[config.mk]
export PLATFORM = sky130hd
export DESIGN_NAME = pmod_acl_sampler
export DESIGN_NICKNAME = d
export VERILOG_FILES = /design/src/rtl/pmod_acl_sampler.sv
export SDC_FILE = /design/constraint.sdc
export NUM_CORES = 1
export LEC_CHECK = 0
export CAP_MARGIN = 20
export CORE_UTILIZATION = 56
export CTS_BUF_LIST = sky130_fd_sc_hd__clkbuf_8
export DETAILED_ROUTE_END_ITERATION = 10
export GPL_ROUTABILITY_DRIVEN = 1
export HOLD_SLACK_MARGIN = 0.15
export PLACE_DENSITY_LB_ADDON = 0.25
export SYNTH_ARGS = -nofsm -noshare
export SYNTH_HDL_FRONTEND = slang
export SYNTH_SLANG_ARGS = --single-unit
[constraint.sdc]
create_clock -name Clock -period 6.4 [get_ports Clock]
set_input_delay 1.28 -clock Clock [delete_from_list [all_inputs] [get_ports Clock]]
set_output_delay 1.28 -clock Clock [all_outputs]
set_load 0.02 [all_outputs]
[src/rtl/pmod_acl_sampler.sv]
// ADXL362-class sampler: writes MEAS_CFG at init, then burst-reads AXES samples on fetch or periodic tick.
// Latency: (2+2*AXES) bytes of 2*N+1 cycles each, then DONE and the registered arrived pulse.
// Backpressure: one request can wait in pend; a further request while pend is set is dropped with overrun.
module pmod_acl_sampler #(
    parameter int         AXES     = 3,
    parameter int         DW       = 12,
    parameter int         PERIOD   = 100000,
    parameter logic [7:0] MEAS_CFG = 8'h22,
    parameter int         GAP      = 4,
    parameter int         ACCW     = 2*DW+2
) (
    input  logic                 Clock,
    input  logic                 Reset,
    input  logic                 fetch,
    input  logic                 auto_en,
    input  logic [ACCW-1:0]      thresh,
    output logic                 ready,
    output logic                 arrived,
    output logic                 overrun,
    output logic [ACCW-1:0]      acc,
    output logic [AXES*DW-1:0]   sample,
    output logic                 alarm,
    output logic                 SCLK,
    output logic                 MOSI,
    input  logic                 MISO,
    output logic                 CS
);
    typedef enum logic [3:0] {INIT0, INIT1, INIT2, GAPW, IDLE, RCMD, RADR, RDAT, DONE} state_t;

    localparam int         PW      = $clog2(PERIOD);
    localparam int         GW      = $clog2(GAP) + 1;
    localparam logic [2:0] BC_LAST = 3'(2*AXES-1);

    state_t                state, state_nxt;
    logic                  live, outst, pend, cs_q;
    logic [2:0]            bc;
    logic [GW-1:0]         gap_cnt;
    logic [PW-1:0]         per_cnt;
    logic                  spi_send, spi_ready, spi_arrived;
    logic [7:0]            spi_dati, spi_dato, lo_byte;
    logic                  byte_st, byte_done, tick, req, take;
    logic [15:0]           raw;
    logic signed [DW-1:0]  axis_val;
    logic signed [2*DW-1:0] axis_ext;
    logic [2*DW-1:0]       axis_sq;
    logic [ACCW-1:0]       acc_work;
    logic [AXES*DW-1:0]    shadow;

    SPI_Master #(.N(8)) u_spi (
        .clk     (Clock),
        .rst_n   (Reset),
        .send    (spi_send),
        .dataI   (spi_dati),
        .dataO   (spi_dato),
        .ready   (spi_ready),
        .arrived (spi_arrived),
        .SCLK    (SCLK),
        .MOSI    (MOSI),
        .MISO    (MISO)
    );

    assign tick      = auto_en & (per_cnt == '0);
    assign req       = fetch | tick;
    assign byte_done = outst & spi_arrived;
    // live keeps spi_send low while reset is applied and for the first cycle after it
    assign spi_send  = live & byte_st & ~outst & spi_ready;
    assign ready     = (state == IDLE);
    assign CS        = cs_q;

    assign raw      = {spi_dato, lo_byte};
    assign axis_val = DW'(raw);
    assign axis_ext = (2*DW)'(axis_val);
    assign axis_sq  = axis_ext * axis_ext;

    always_comb begin
        state_nxt = state;
        byte_st   = 1'b0;
        spi_dati  = 8'h00;
        take      = 1'b0;
        case (state)
            INIT0: begin
                byte_st  = 1'b1;
                spi_dati = 8'h0A;
                if (byte_done) state_nxt = INIT1;
            end
            INIT1: begin
                byte_st  = 1'b1;
                spi_dati = 8'h2D;
                if (byte_done) state_nxt = INIT2;
            end
            INIT2: begin
                byte_st  = 1'b1;
                spi_dati = MEAS_CFG;
                if (byte_done) state_nxt = GAPW;
            end
            GAPW: begin
                if (gap_cnt == GW'(GAP-1)) state_nxt = IDLE;
            end
            IDLE: begin
                if (pend || req) begin
                    take      = 1'b1;
                    state_nxt = RCMD;
                end
            end
            RCMD: begin
                byte_st  = 1'b1;
                spi_dati = 8'h0B;
                if (byte_done) state_nxt = RADR;
            end
            RADR: begin
                byte_st  = 1'b1;
                spi_dati = 8'h0E;
                if (byte_done) state_nxt = RDAT;
            end
            RDAT: begin
                byte_st = 1'b1;
                if (byte_done && bc == BC_LAST) state_nxt = DONE;
            end
            DONE: state_nxt = GAPW;
            default: state_nxt = INIT0;
        endcase
    end

    always_ff @(posedge Clock or negedge Reset) begin
        if (!Reset) state <= INIT0;
        else        state <= state_nxt;
    end

    always_ff @(posedge Clock or negedge Reset) begin
        if (!Reset) begin
            live     <= 1'b0;
            outst    <= 1'b0;
            pend     <= 1'b0;
            cs_q     <= 1'b1;
            bc       <= '0;
            gap_cnt  <= '0;
            per_cnt  <= PW'(PERIOD-1);
            lo_byte  <= '0;
            acc_work <= '0;
            shadow   <= '0;
            acc      <= '0;
            sample   <= '0;
            alarm    <= 1'b0;
            arrived  <= 1'b0;
            overrun  <= 1'b0;
        end else begin
            live    <= 1'b1;
            arrived <= (state == DONE);
            overrun <= req & pend & ~take;

            // a request in the same cycle as a pended start stays queued
            if (take)     pend <= pend & req;
            else if (req) pend <= 1'b1;

            if (!auto_en || per_cnt == '0) per_cnt <= PW'(PERIOD-1);
            else                           per_cnt <= per_cnt - PW'(1);

            if (spi_send)       outst <= 1'b1;
            else if (byte_done) outst <= 1'b0;

            if (spi_send && (state == INIT0 || state == RCMD)) cs_q <= 1'b0;
            if (state_nxt == GAPW && state != GAPW)            cs_q <= 1'b1;

            gap_cnt <= (state == GAPW) ? gap_cnt + GW'(1) : '0;

            if (state != RDAT)  bc <= '0;
            else if (byte_done) bc <= bc + 3'd1;

            if (state_nxt == RCMD && state != RCMD) acc_work <= '0;

            // sample bytes arrive little-endian: low byte first, then high byte completes the axis
            if (state == RDAT && byte_done) begin
                if (!bc[0]) begin
                    lo_byte <= spi_dato;
                end else begin
                    acc_work                  <= acc_work + ACCW'(axis_sq);
                    shadow[bc[2:1]*DW +: DW]  <= axis_val;
                end
            end

            if (state == DONE) begin
                acc    <= acc_work;
                sample <= shadow;
                alarm  <= (acc_work > thresh);
            end
        end
    end
endmodule

// SPI mode-0 byte engine, MSB first, SCLK = clk/2.
// Latency: 2*N cycles from the cycle after send to the arrived cycle; dataO is valid while arrived is high.
// Backpressure: ready is low while a byte is shifting; send is ignored then.
module SPI_Master #(
    parameter int N = 8
) (
    input  logic         clk,
    input  logic         rst_n,
    input  logic         send,
    input  logic [N-1:0] dataI,
    output logic [N-1:0] dataO,
    output logic         ready,
    output logic         arrived,
    output logic         SCLK,
    output logic         MOSI,
    input  logic         MISO
);
    localparam int CW = (N > 1) ? $clog2(N) : 1;

    logic          busy, sclk_q;
    logic [CW-1:0] cnt;
    logic [N-1:0]  tx_sh, rx_sh;

    always_ff @(posedge clk or negedge rst_n) begin
        if (!rst_n) begin
            busy   <= 1'b0;
            sclk_q <= 1'b0;
            cnt    <= '0;
            tx_sh  <= '0;
            rx_sh  <= '0;
        end else if (!busy) begin
            if (send) begin
                busy   <= 1'b1;
                sclk_q <= 1'b0;
                cnt    <= '0;
                tx_sh  <= dataI;
            end
        end else if (!sclk_q) begin
            sclk_q <= 1'b1;
            rx_sh  <= {rx_sh[N-2:0], MISO};
        end else begin
            sclk_q <= 1'b0;
            if (cnt == CW'(N-1)) begin
                busy <= 1'b0;
            end else begin
                cnt   <= cnt + CW'(1);
                tx_sh <= {tx_sh[N-2:0], 1'b0};
            end
        end
    end

    assign ready   = ~busy;
    assign arrived = busy & sclk_q & (cnt == CW'(N-1));
    assign dataO   = rx_sh;
    assign SCLK    = sclk_q;
    assign MOSI    = tx_sh[N-1];
endmodule

==> summary.md <==
| Metric | Value |
|---|---|
| Total core area | 0.0253 mm2 |
| Die height | 163 um |
| Failing checks | setup timing |
| WL final | 35,200 um |
| Synth Flop Type | dfrtp_1 |
| Synth Instances | 1,481 |
| Cell area after synthesis | 0.0146 mm2 |
| FF+latch count, synth | 187 |
| Via count | 11.4k |
| P per Cell Area | 276 mW/mm2 |
| Worst Hold Class | reg -> reg |
| Worst slew pin tran | 1.02 ns |
| Post-synth EDFFs | 0 |
| Post-synth top area share | 0.302 |
| Slew Viols, Final | 0 |
| CTS sink count | 187 |
| Initial drt markers | 692 |
| Register area share after synthesis | 0.322 |
| CTS tree | done |
| Final worst setup slack | -0.289 ns |
| Fin crit share | 1.05 |
| Critical path class | reg -> reg |
| Clock Skew | 0.0167 ns |
| Largest net degree at the start of global routing | 78 |
| Worst-path fanout max | 5 |
| Slowest cell delay on critical path | 0.55 ns |
| Synth async-reset ratio | 1.00 |
| Leading cell types in the layout, fill and taps excluded | inv_1, dfrtp_1, buf_4, nand2_1, fa_1 |
| Antenna cells | 0 |
| Root Driver | clkbuf_8 |
| Worst VDD drop | 0.248 mV |
| Final net count | 1,990 |
| Status | complete, but fails checks |
| Critical Path AT | 7.07 ns |
| Leak Pwr | 9.12 nW |
| Area contributors post-synth | dfrtp_1, fa_1, ha_1 |
| Initial core utilization | 0.576 |
| CP startpoint kind | flop |
| Max Cap Violations | 0 |
| RSZ-0062 raised after global routing | true |
| Crit path max-delay cell type | fa_1 |
| Initial antenna violation count | 0 |
| Total GRT Usage | 0.262 |
| Syn_nets | 1,757 |
| Horiz. Die Dim | 163 um |
| Avg Cell Area, Syn | 9.84 um2 |
| Post-synthesis to final-layout area growth | 24.1% |
| Clock transition at path regs | 0.10 ns |
| H-Tree Depth | 4 |
| Critical Path RT | 6.78 ns |
| Synth unique cells | 67 |
| Avg WL per Cell | 17.1 um |
| Num CTS Buffers | 17 |
| Minimum clock period | 6.69 ns |
| Vias in the first global route | 11.5k |
| Die area | 0.0267 mm2 |
| Placer congestion estimate | 0.872 |
| IO Port Bufs | 99 |
| Remaining Overflow, GRT | 0 |
| Yosys warning total | 0 |
| Post-synth top area cell | dfrtp_1 |
| Residual DRC | 0 |
| CTS Hold Bufs | 0 |
| Vias per Instance | 5.56 |
| Worst setup EP type | flop |
| Fill cell count | 1,756 |
| Total design power | 0.00499 W |
| Fin. Hold Viols | 0 |
| Setup violations, final | 8 |
| Final ANT Viol Nets | 0 |
| Worst rel slew slack | 0.316 |
| Worst-skew pair later-pin latency | 0.49 ns |
| Number of cell rows | 58 |
| First-pass GRT wire length | 55,200 um |
| DRT Pass-1 Iters | 5 |
| HPWL after DPL | 24,800 um |
| Hold_ws | 0.461 ns |
| Commonest non-fill, non-tap cell in the layout | inv_1 |
| Layout cell share with drive strength beyond 1 | 0.243 |
| IO Pins | 100 |
| CTS Buffer Depth | 2 |
| Fmax | 0.150 GHz |
## cell type report
class                           count  area (um2)  share of cell area
Sequential cell                   187        4700               0.260
Clock inverter                     14         129             0.00712
Multi-Input combinational cell    996        9340               0.516
Tap cell                          330         413              0.0228
Clock buffer                       18         248              0.0137
Timing Repair Buffer              270        2350               0.130
Inverter                          242         908              0.0502
## report_power, final
group	internal, W	switching, W	leakage (nW)	total (W)
clock	0.000296	0.000505	0.193	0.000801
combinational	0.00133	0.00151	6.51	0.00285
sequential	0.00126	0.0000849	2.42	0.00135
total	0.00289	0.00210	9.12	0.00499
## sequential cells by signal, summed over array words and instances (netlist names)
register / flops
CS: 1
u_spi.dataO: 8
u_spi.cnt: 3
bc: 3
gap_cnt: 3
per_cnt: 17
pend: 1
acc_work: 26
sample: 36
outst: 1
arrived: 1
acc: 26
shadow: 36
u_spi.SCLK: 1
lo_byte: 8
u_spi.busy: 1
alarm: 1
state: 4
overrun: 1
live: 1
u_spi.tx_sh: 8
## cells by family after synthesis
group,after synthesis,share of synthesized area
AOI/OAI and AO/OA,237,0.107
other,1,0.000257
xor gates and xnor gates,69,0.0415
buffers and inverters,298,0.0777
and+or+nand+nor,360,0.116
adders and majority gates,245,0.272
muxes,84,0.0639
DFF,187,0.322
## synth_stat cells (15+ instances only)
| library cell | instances |
|---|---|
| inv_1 | 242 |
| dfrtp_1 | 176 |
| nor2b_1 | 17 |
| nand2_1 | 160 |
| fa_1 | 120 |
| ha_1 | 125 |
| nor2_1 | 65 |
| and2_1 | 26 |
| xnor2_1 | 48 |
| mux2_2 | 72 |
| nand3_1 | 25 |
| clkbuf_1 | 49 |
| a31oi_1 | 17 |
| xor2_1 | 21 |
| o21ai_0 | 67 |
| nor3_1 | 15 |
| a21oi_1 | 43 |
| a21o_1 | 25 |
## stage by stage
stage	utilization	setup TNS (ns)	std cells	worst slack, ns	cell area, um2
finish	0.714	-1.29	2057	-0.289	18100
global placement	0.664	-0.567	1986	-0.165	16800
detailed placement	0.664	-1.69	1986	-0.396	16800
global route	0.714	-3.25	2057	-0.520	18100
CTS	0.694	-0.0823	2036	-0.0605	17600
floorplan	-	-0.0374	1481	-0.0374	14700
## final timing paths
| kind | start | to | slack, ns | cells past startpoint |
|---|---|---|---|---|
| min | gap_cnt[0] | gap_cnt[0] | 0.46 | 1 |
| max reg2reg | u_spi.dataO[0] | acc_work[19] | -0.29 | 30 |
| max | u_spi.dataO[0] | acc_work[19] | -0.29 | 30 |
| min in group asynchronous | Reset | acc[8] | 0.77 | 1 |
| max in group asynchronous | Reset | gap_cnt[2] | 4.40 | 2 |
| min reg2reg | gap_cnt[0] | gap_cnt[0] | 0.46 | 1 |
## repair_timing
item                       4_1_cts  5_1_grt
pin swaps                       53       73
gates resized for setup         66       87
setup buffers                   19       24
setup endpoints to repair        9       11
## routing by layer
layer  global-route usage  routed length, um  up-vias
li1                     -                  -     5317
met1                0.337              14400     5705
met2                0.459              18200      336
met3               0.0371               1700       74
met4               0.0726                899        0
met5                    0                  0        -
## worst max-delay path: cells and delay by family, from the launching register on
family | cells | cell delay (ns)
adder cells (fa/ha/maj) | 7 | 3.23
XOR/XNOR | 2 | 0.24
AND/OR/NAND/NOR | 5 | 0.48
buffers and inverters | 9 | 1.05
flip-flops | 1 | 0.44
AO/OA/AOI/OAI | 7 | 1.12
No activity file was read; power rests on OpenSTA's default activity.
